<file path="config.mk">
export PLATFORM = sky130hd
export DESIGN_NAME = vga_sram_arbiter
export DESIGN_NICKNAME = d
export VERILOG_FILES = /design/src/rtl/vga_sram_arbiter.sv
export SDC_FILE = /design/constraint.sdc
export NUM_CORES = 1
export LEC_CHECK = 0
export BUFFER_PORTS_ARGS = -buffer_cell sky130_fd_sc_hd__buf_2
export CAP_MARGIN = 20
export CELL_PAD_IN_SITES_DETAIL_PLACEMENT = 1
export CELL_PAD_IN_SITES_GLOBAL_PLACEMENT = 1
export CORE_ASPECT_RATIO = 0.9
export CORE_UTILIZATION = 32
export DETAILED_ROUTE_END_ITERATION = 10
export GPL_ROUTABILITY_DRIVEN = 0
export GPL_TIMING_DRIVEN = 0
export PLACE_DENSITY = 0.81
export SYNTH_ARGS = -nofsm -noshare
export SYNTH_HDL_FRONTEND = slang
export SYNTH_SLANG_ARGS = --single-unit
</file>
<file path="constraint.sdc">
create_clock -name Clk50 -period 2.85 [get_ports Clk50]
set_input_delay 0.1425 -clock Clk50 [delete_from_list [all_inputs] [get_ports Clk50]]
set_output_delay 0.1425 -clock Clk50 [all_outputs]
set_load 0.02 [all_outputs]
</file>
<file path="src/rtl/vga_sram_arbiter.sv">
// Arbitrates one asynchronous pixel SRAM between display fetch (fixed slot per active pixel)
// and a round-robin image writer/reader pair. Define DBL_BUF_EN for a double-buffered frame store.
module vga_sram_arbiter #(
  parameter int unsigned DW   = 8,
  parameter int unsigned AW   = 19,
  parameter int unsigned HPIX = 640
) (
  input  logic          Clk50,
  input  logic          Reset,
  input  logic          PClk,
  input  logic          Active,
  input  logic [8:0]    Row,
  input  logic [9:0]    Col,
  input  logic          Row0,
`ifdef DBL_BUF_EN
  input  logic          Swap,
`endif
  output logic [DW-1:0] PixData,
  output logic          PixValid,
  input  logic          WrReq,
  input  logic [AW-1:0] WrAddr,
  input  logic [DW-1:0] WrData,
  output logic          WrAck,
  input  logic          RdReq,
  input  logic [AW-1:0] RdAddr,
  output logic [DW-1:0] RdData,
  output logic          RdValid,
`ifdef DBL_BUF_EN
  output logic [AW:0]   SramAddr,
`else
  output logic [AW-1:0] SramAddr,
`endif
  output logic [DW-1:0] SramDout,
  input  logic [DW-1:0] SramDin,
  output logic          SramDrive,
  output logic          SramWe_n,
  output logic          SramOe_n
);

`ifdef DBL_BUF_EN
  localparam int unsigned SAW = AW + 1;
`else
  localparam int unsigned SAW = AW;
`endif

  typedef enum logic [1:0] {IDLE, DISP, CRD, CWR} state_t;

  state_t         state;
  logic           last_wr;
  logic           blank_d;
  logic [AW-1:0]  disp_addr_c;
  logic [SAW-1:0] disp_sram_c;
  logic [SAW-1:0] wr_sram_c;
  logic [SAW-1:0] rd_sram_c;
  logic           dslot_c;
  logic           rd_elig_c;
  logic           grant_wr_c;
  logic           grant_rd_c;

  // Row*HPIX + Col; 640 = 512 + 128 so the common case needs only shifts and adds
  always_comb begin
    if (HPIX == 640)
      disp_addr_c = (AW'(Row) << 9) + (AW'(Row) << 7) + AW'(Col);
    else
      disp_addr_c = AW'(Row) * AW'(HPIX) + AW'(Col);
  end

`ifdef DBL_BUF_EN
  logic disp_bank;
  logic swap_pend;

  // Bank flips only at frame start so the display never tears
  always_ff @(posedge Clk50) begin
    if (Reset) begin
      disp_bank <= 1'b0;
      swap_pend <= 1'b0;
    end else if (Row0 && (swap_pend || Swap)) begin
      disp_bank <= ~disp_bank;
      swap_pend <= 1'b0;
    end else if (Swap) begin
      swap_pend <= 1'b1;
    end
  end

  assign disp_sram_c = {disp_bank, disp_addr_c};
  assign wr_sram_c   = {~disp_bank, WrAddr};
  assign rd_sram_c   = {~disp_bank, RdAddr};
`else
  logic unused_row0;
  assign unused_row0 = Row0;
  assign disp_sram_c = disp_addr_c;
  assign wr_sram_c   = WrAddr;
  assign rd_sram_c   = RdAddr;
`endif

  // A read is not re-granted on the edge where its own access completes
  assign dslot_c    = !PClk && Active;
  assign rd_elig_c  = RdReq && (state != CRD);
  assign grant_wr_c = !dslot_c && WrReq && (!rd_elig_c || !last_wr);
  assign grant_rd_c = !dslot_c && rd_elig_c && !grant_wr_c;

  always_ff @(posedge Clk50) begin
    if (Reset) begin
      state     <= IDLE;
      last_wr   <= 1'b0;
      blank_d   <= 1'b0;
      SramAddr  <= '0;
      SramDout  <= '0;
      SramDrive <= 1'b0;
      SramWe_n  <= 1'b1;
      SramOe_n  <= 1'b1;
      WrAck     <= 1'b0;
      RdValid   <= 1'b0;
      RdData    <= '0;
      PixData   <= '0;
      PixValid  <= 1'b0;
    end else begin
      // Retire the access that this edge ends
      RdValid <= (state == CRD);
      if (state == CRD)
        RdData <= SramDin;
      if (state == DISP) begin
        PixData  <= SramDin;
        PixValid <= 1'b1;
      end else if (blank_d) begin
        PixValid <= 1'b0;
      end
      blank_d <= !PClk && !Active;
      WrAck   <= 1'b0;

      // Launch the access that this edge starts
      if (dslot_c) begin
        state     <= DISP;
        SramAddr  <= disp_sram_c;
        SramDrive <= 1'b0;
        SramWe_n  <= 1'b1;
        SramOe_n  <= 1'b0;
      end else if (grant_wr_c) begin
        state     <= CWR;
        SramAddr  <= wr_sram_c;
        SramDout  <= WrData;
        SramDrive <= 1'b1;
        SramWe_n  <= 1'b0;
        SramOe_n  <= 1'b1;
        WrAck     <= 1'b1;
        last_wr   <= 1'b1;
      end else if (grant_rd_c) begin
        state     <= CRD;
        SramAddr  <= rd_sram_c;
        SramDrive <= 1'b0;
        SramWe_n  <= 1'b1;
        SramOe_n  <= 1'b0;
        last_wr   <= 1'b0;
      end else begin
        state     <= IDLE;
        SramDrive <= 1'b0;
        SramWe_n  <= 1'b1;
        SramOe_n  <= 1'b1;
      end
    end
  end

endmodule

</file>
==> results.md <==
- Die X: 97.8 µm
- CTS Hold Buffers Added: 0
- Commonest non-fill, non-tap cell in the layout: buf_2
- Die area: 8630 µm²
- Layout cells sized above 1: 0.326
- Flops & latches, synth: 52
- Clock sinks: 52
- Worst Path Required: 3.08 ns
- TNS Setup: 0 ns
- CP Capture Type: register
- Insertion delay to the later sink of the worst-skew pair: 0.31 ns
- Outcome: complete, but fails checks
- Drc violations: 12
- Largest stage delay, worst path: 0.52 ns
- Relative slew slack: 0.421
- Final #Nets: 561
- DR vias/cell: 5.02
- H-tree levels: 2
- Worst-margin pin slew: 0.862 ns
- Dpl hpwl: 6680 µm
- Worst-path clk slew: 0.10 ns
- Antenna Nets Post-Route: 0
- Yosys warning count: 0
- Syn_area_per_cell: 8.01 µm²
- Core ar.: 8030 µm²
- Failing checks: design-rule violations
- # rows: 31
- CTS Root Cell: clkbuf_8
- Pleak: 1.70 nW
- Seq/Total Area, Yosys: 0.394
- Dpl ws: 0.378 ns
- Number of library cell types mapped by synthesis: 47
- Top Ports: 129
- DRT Pass-1 Iters: 7
- Max cap viols: 0
- Ant diodes: 0
- Syn_nets: 429
- CTS tree: built
- Global-route wire length before repair: 13800 µm
- Max-slew violations: 0
- Setup CP Type: input port to register
- Avg WL per Cell: 15.1 µm
- Worst-path maximum fanout: 3
- FILL cells: 1040
- CP Launch Type: input port
- Critical path, cell by cell: buf_2, inv_1, fa_1, inv_1, ha_1, a21o_1, nand4_1, nand3_1, a311oi_1, xor2_1, a211oi_1
- CP most frequent cell: inv_1
- Global route overflow: 0
- P&R area growth vs syn: 32.7%
- Global Route Usage Sum: 0.200
- Setup ws final: 0.694 ns
- Peak supply drop: 0.000304 V
- Port bufs: 125
- Commonest non-fill, non-tap cells in the layout: 131 x buf_2, 71 x nand2_1, 52 x dfxtp_1
- Unrepaired setup endpoints after global routing: no
- Vias in the first global route: 2933
- Total setup buffers inserted after CTS: 0
- DIE HEIGHT: 88.2 µm
- Final setup fails: 0
- PwrDens: 517 nW/µm²
- Hold Crit Class: input port to register
- Initial drt markers: 88
- Starting Density: 0.329
- Pin count of the biggest net entering global routing: 18
- CP max stage cell: fa_1
- Final wirelength: 8470 µm
- Initial antenna violation count: 0
- Cts repair resizes: 0
- Cell area after synthesis: 2640 µm²
- CP arrival: 2.38 ns
- Via count: 2821
- Clock skew: 0.00742 ns
- Fin. Hold Viols: 0
- Post-Syn Instances: 330
- Tcrit/Tclk final: 0.756
- Clk buf depth: 2
- Final min period: 2.16 ns
- Num CTS Buffers: 5
- Fmax: 0.464 GHz
-- area by class of cell --
| type | instances | area, µm² | area share |
|---|---|---|---|
| sequential | 52 | 1040 | 0.297 |
| clock buffer | 5 | 68.8 | 0.0196 |
| buffer | 22 | 105 | 0.0299 |
| clock inverter | 3 | 47.5 | 0.0135 |
| multi-input combinational | 250 | 1480 | 0.420 |
| tap | 99 | 124 | 0.0353 |
| inverter | 6 | 22.5 | 0.00642 |
| timing repair buffer | 125 | 626 | 0.178 |
-- worst paths after layout --
check / to / slack (ns) / depth (start not counted) / startpoint
worst max-delay path: SramAddr[17]$_SDFFE_PP0P_ / 0.69 / 11 / Row[0]
worst min-delay path: blank_d$_SDFF_PP0_ / 0.02 / 2 / PClk
worst max register to register: SramAddr[15]$_SDFFE_PP0P_ / 0.88 / 6 / state[0]$_SDFF_PP0_
worst min register to register: PixData[1]$_SDFFE_PP0P_ / 0.46 / 2 / PixData[1]$_SDFFE_PP0P_
-- power by group --
part / internal (mW) / switching, mW
combinational: 0.193 / 0.289
sequential: 0.781 / 0.0272
clock: 0.265 / 0.259
total: 1.24 / 0.575
-- logic make-up (layout without fill, tap and decap cells) --
| kind of cell | count (synthesis) | count (layout) | synth area share |
|---|---|---|---|
| AOI/OAI and AO/OA | 80 | 80 | 0.185 |
| xor gates and xnor gates | 6 | 6 | 0.0199 |
| adders and majority gates | 19 | 19 | 0.0956 |
| buffers and inverters | 28 | 161 | 0.0483 |
| DFF | 52 | 52 | 0.394 |
| muxes | 6 | 6 | 0.0265 |
| and+or+nand+nor | 139 | 139 | 0.231 |
-- registers in the layout (all words and copies together) (netlist names) --
register and cells:
state 2, RdValid 1, SramAddr 19, PixValid 1, PixData 8, SramWe_n 1
SramDout 8, SramDrive 1, SramOe_n 1, blank_d 1, RdData 8, last_wr 1
-- routing by layer --
layer	vias to the layer above	global-route usage	part of all wire	wire length [µm]
li1	1402	-	-	-
met1	1330	0.236	0.44	3700
met2	79	0.367	0.50	4260
met3	10	0.0403	0.047	394
met4	0	0.0647	0.014	120
met5	-	0	0	0
-- through the flow --
stage | total power [mW] | hold WS [ns] | utilization | instance area (µm²) | std cells
after floorplan | 1.13 | 0.219 | - | 2640 | 330
after global placement | 1.30 | 0.335 | 0.423 | 3390 | 554
after detailed placement | 1.31 | 0.342 | 0.423 | 3390 | 554
after CTS | 1.84 | 0.00645 | 0.437 | 3510 | 562
after global routing | 1.92 | 0.0106 | 0.437 | 3510 | 562
final | 1.81 | 0.0179 | 0.437 | 3510 | 562
-- critical path: cells and delay by family --
family,cells,cell delay [ns]
AO/OA/AOI/OAI,3,0.84
adder cells (fa/ha/maj),2,0.81
XOR/XNOR,1,0.13
buffers and inverters,3,0.21
AND/OR/NAND/NOR,2,0.24
-- synthesized netlist by cell type, drive strengths merged --
cell    count  share of area
a21o        3         0.0085
xor2        3         0.0099
o311ai      1         0.0033
a31oi      10          0.024
a21oi      41          0.078
nand4       1         0.0024
nor4        2         0.0047
nor4b       1         0.0033
fa          2          0.015
o211ai      1         0.0028
buf        14          0.028
and2b       1         0.0028
nor2b       5          0.015
and3        2         0.0047
a211oi      4          0.011
xnor2       3         0.0099
ha         17          0.080
a2111o      1         0.0043
a222oi      4          0.015
clkbuf      8          0.011
and2        1         0.0024
nand3       4         0.0076
nand2      71           0.10
nand2b      3         0.0071
o21ai      11          0.025
or3         3         0.0071
o21bai      1         0.0028
nor3b       1         0.0028
o221ai      1         0.0033
nor3        6          0.011
mux2i       1         0.0038
or2         1         0.0024
dfxtp      52           0.39
inv         6         0.0085
or2b        1         0.0028
and4b       1         0.0038
nor2       35          0.051
a311oi      2         0.0066
mux2        5          0.023
(Power assumes the default switching activity.)
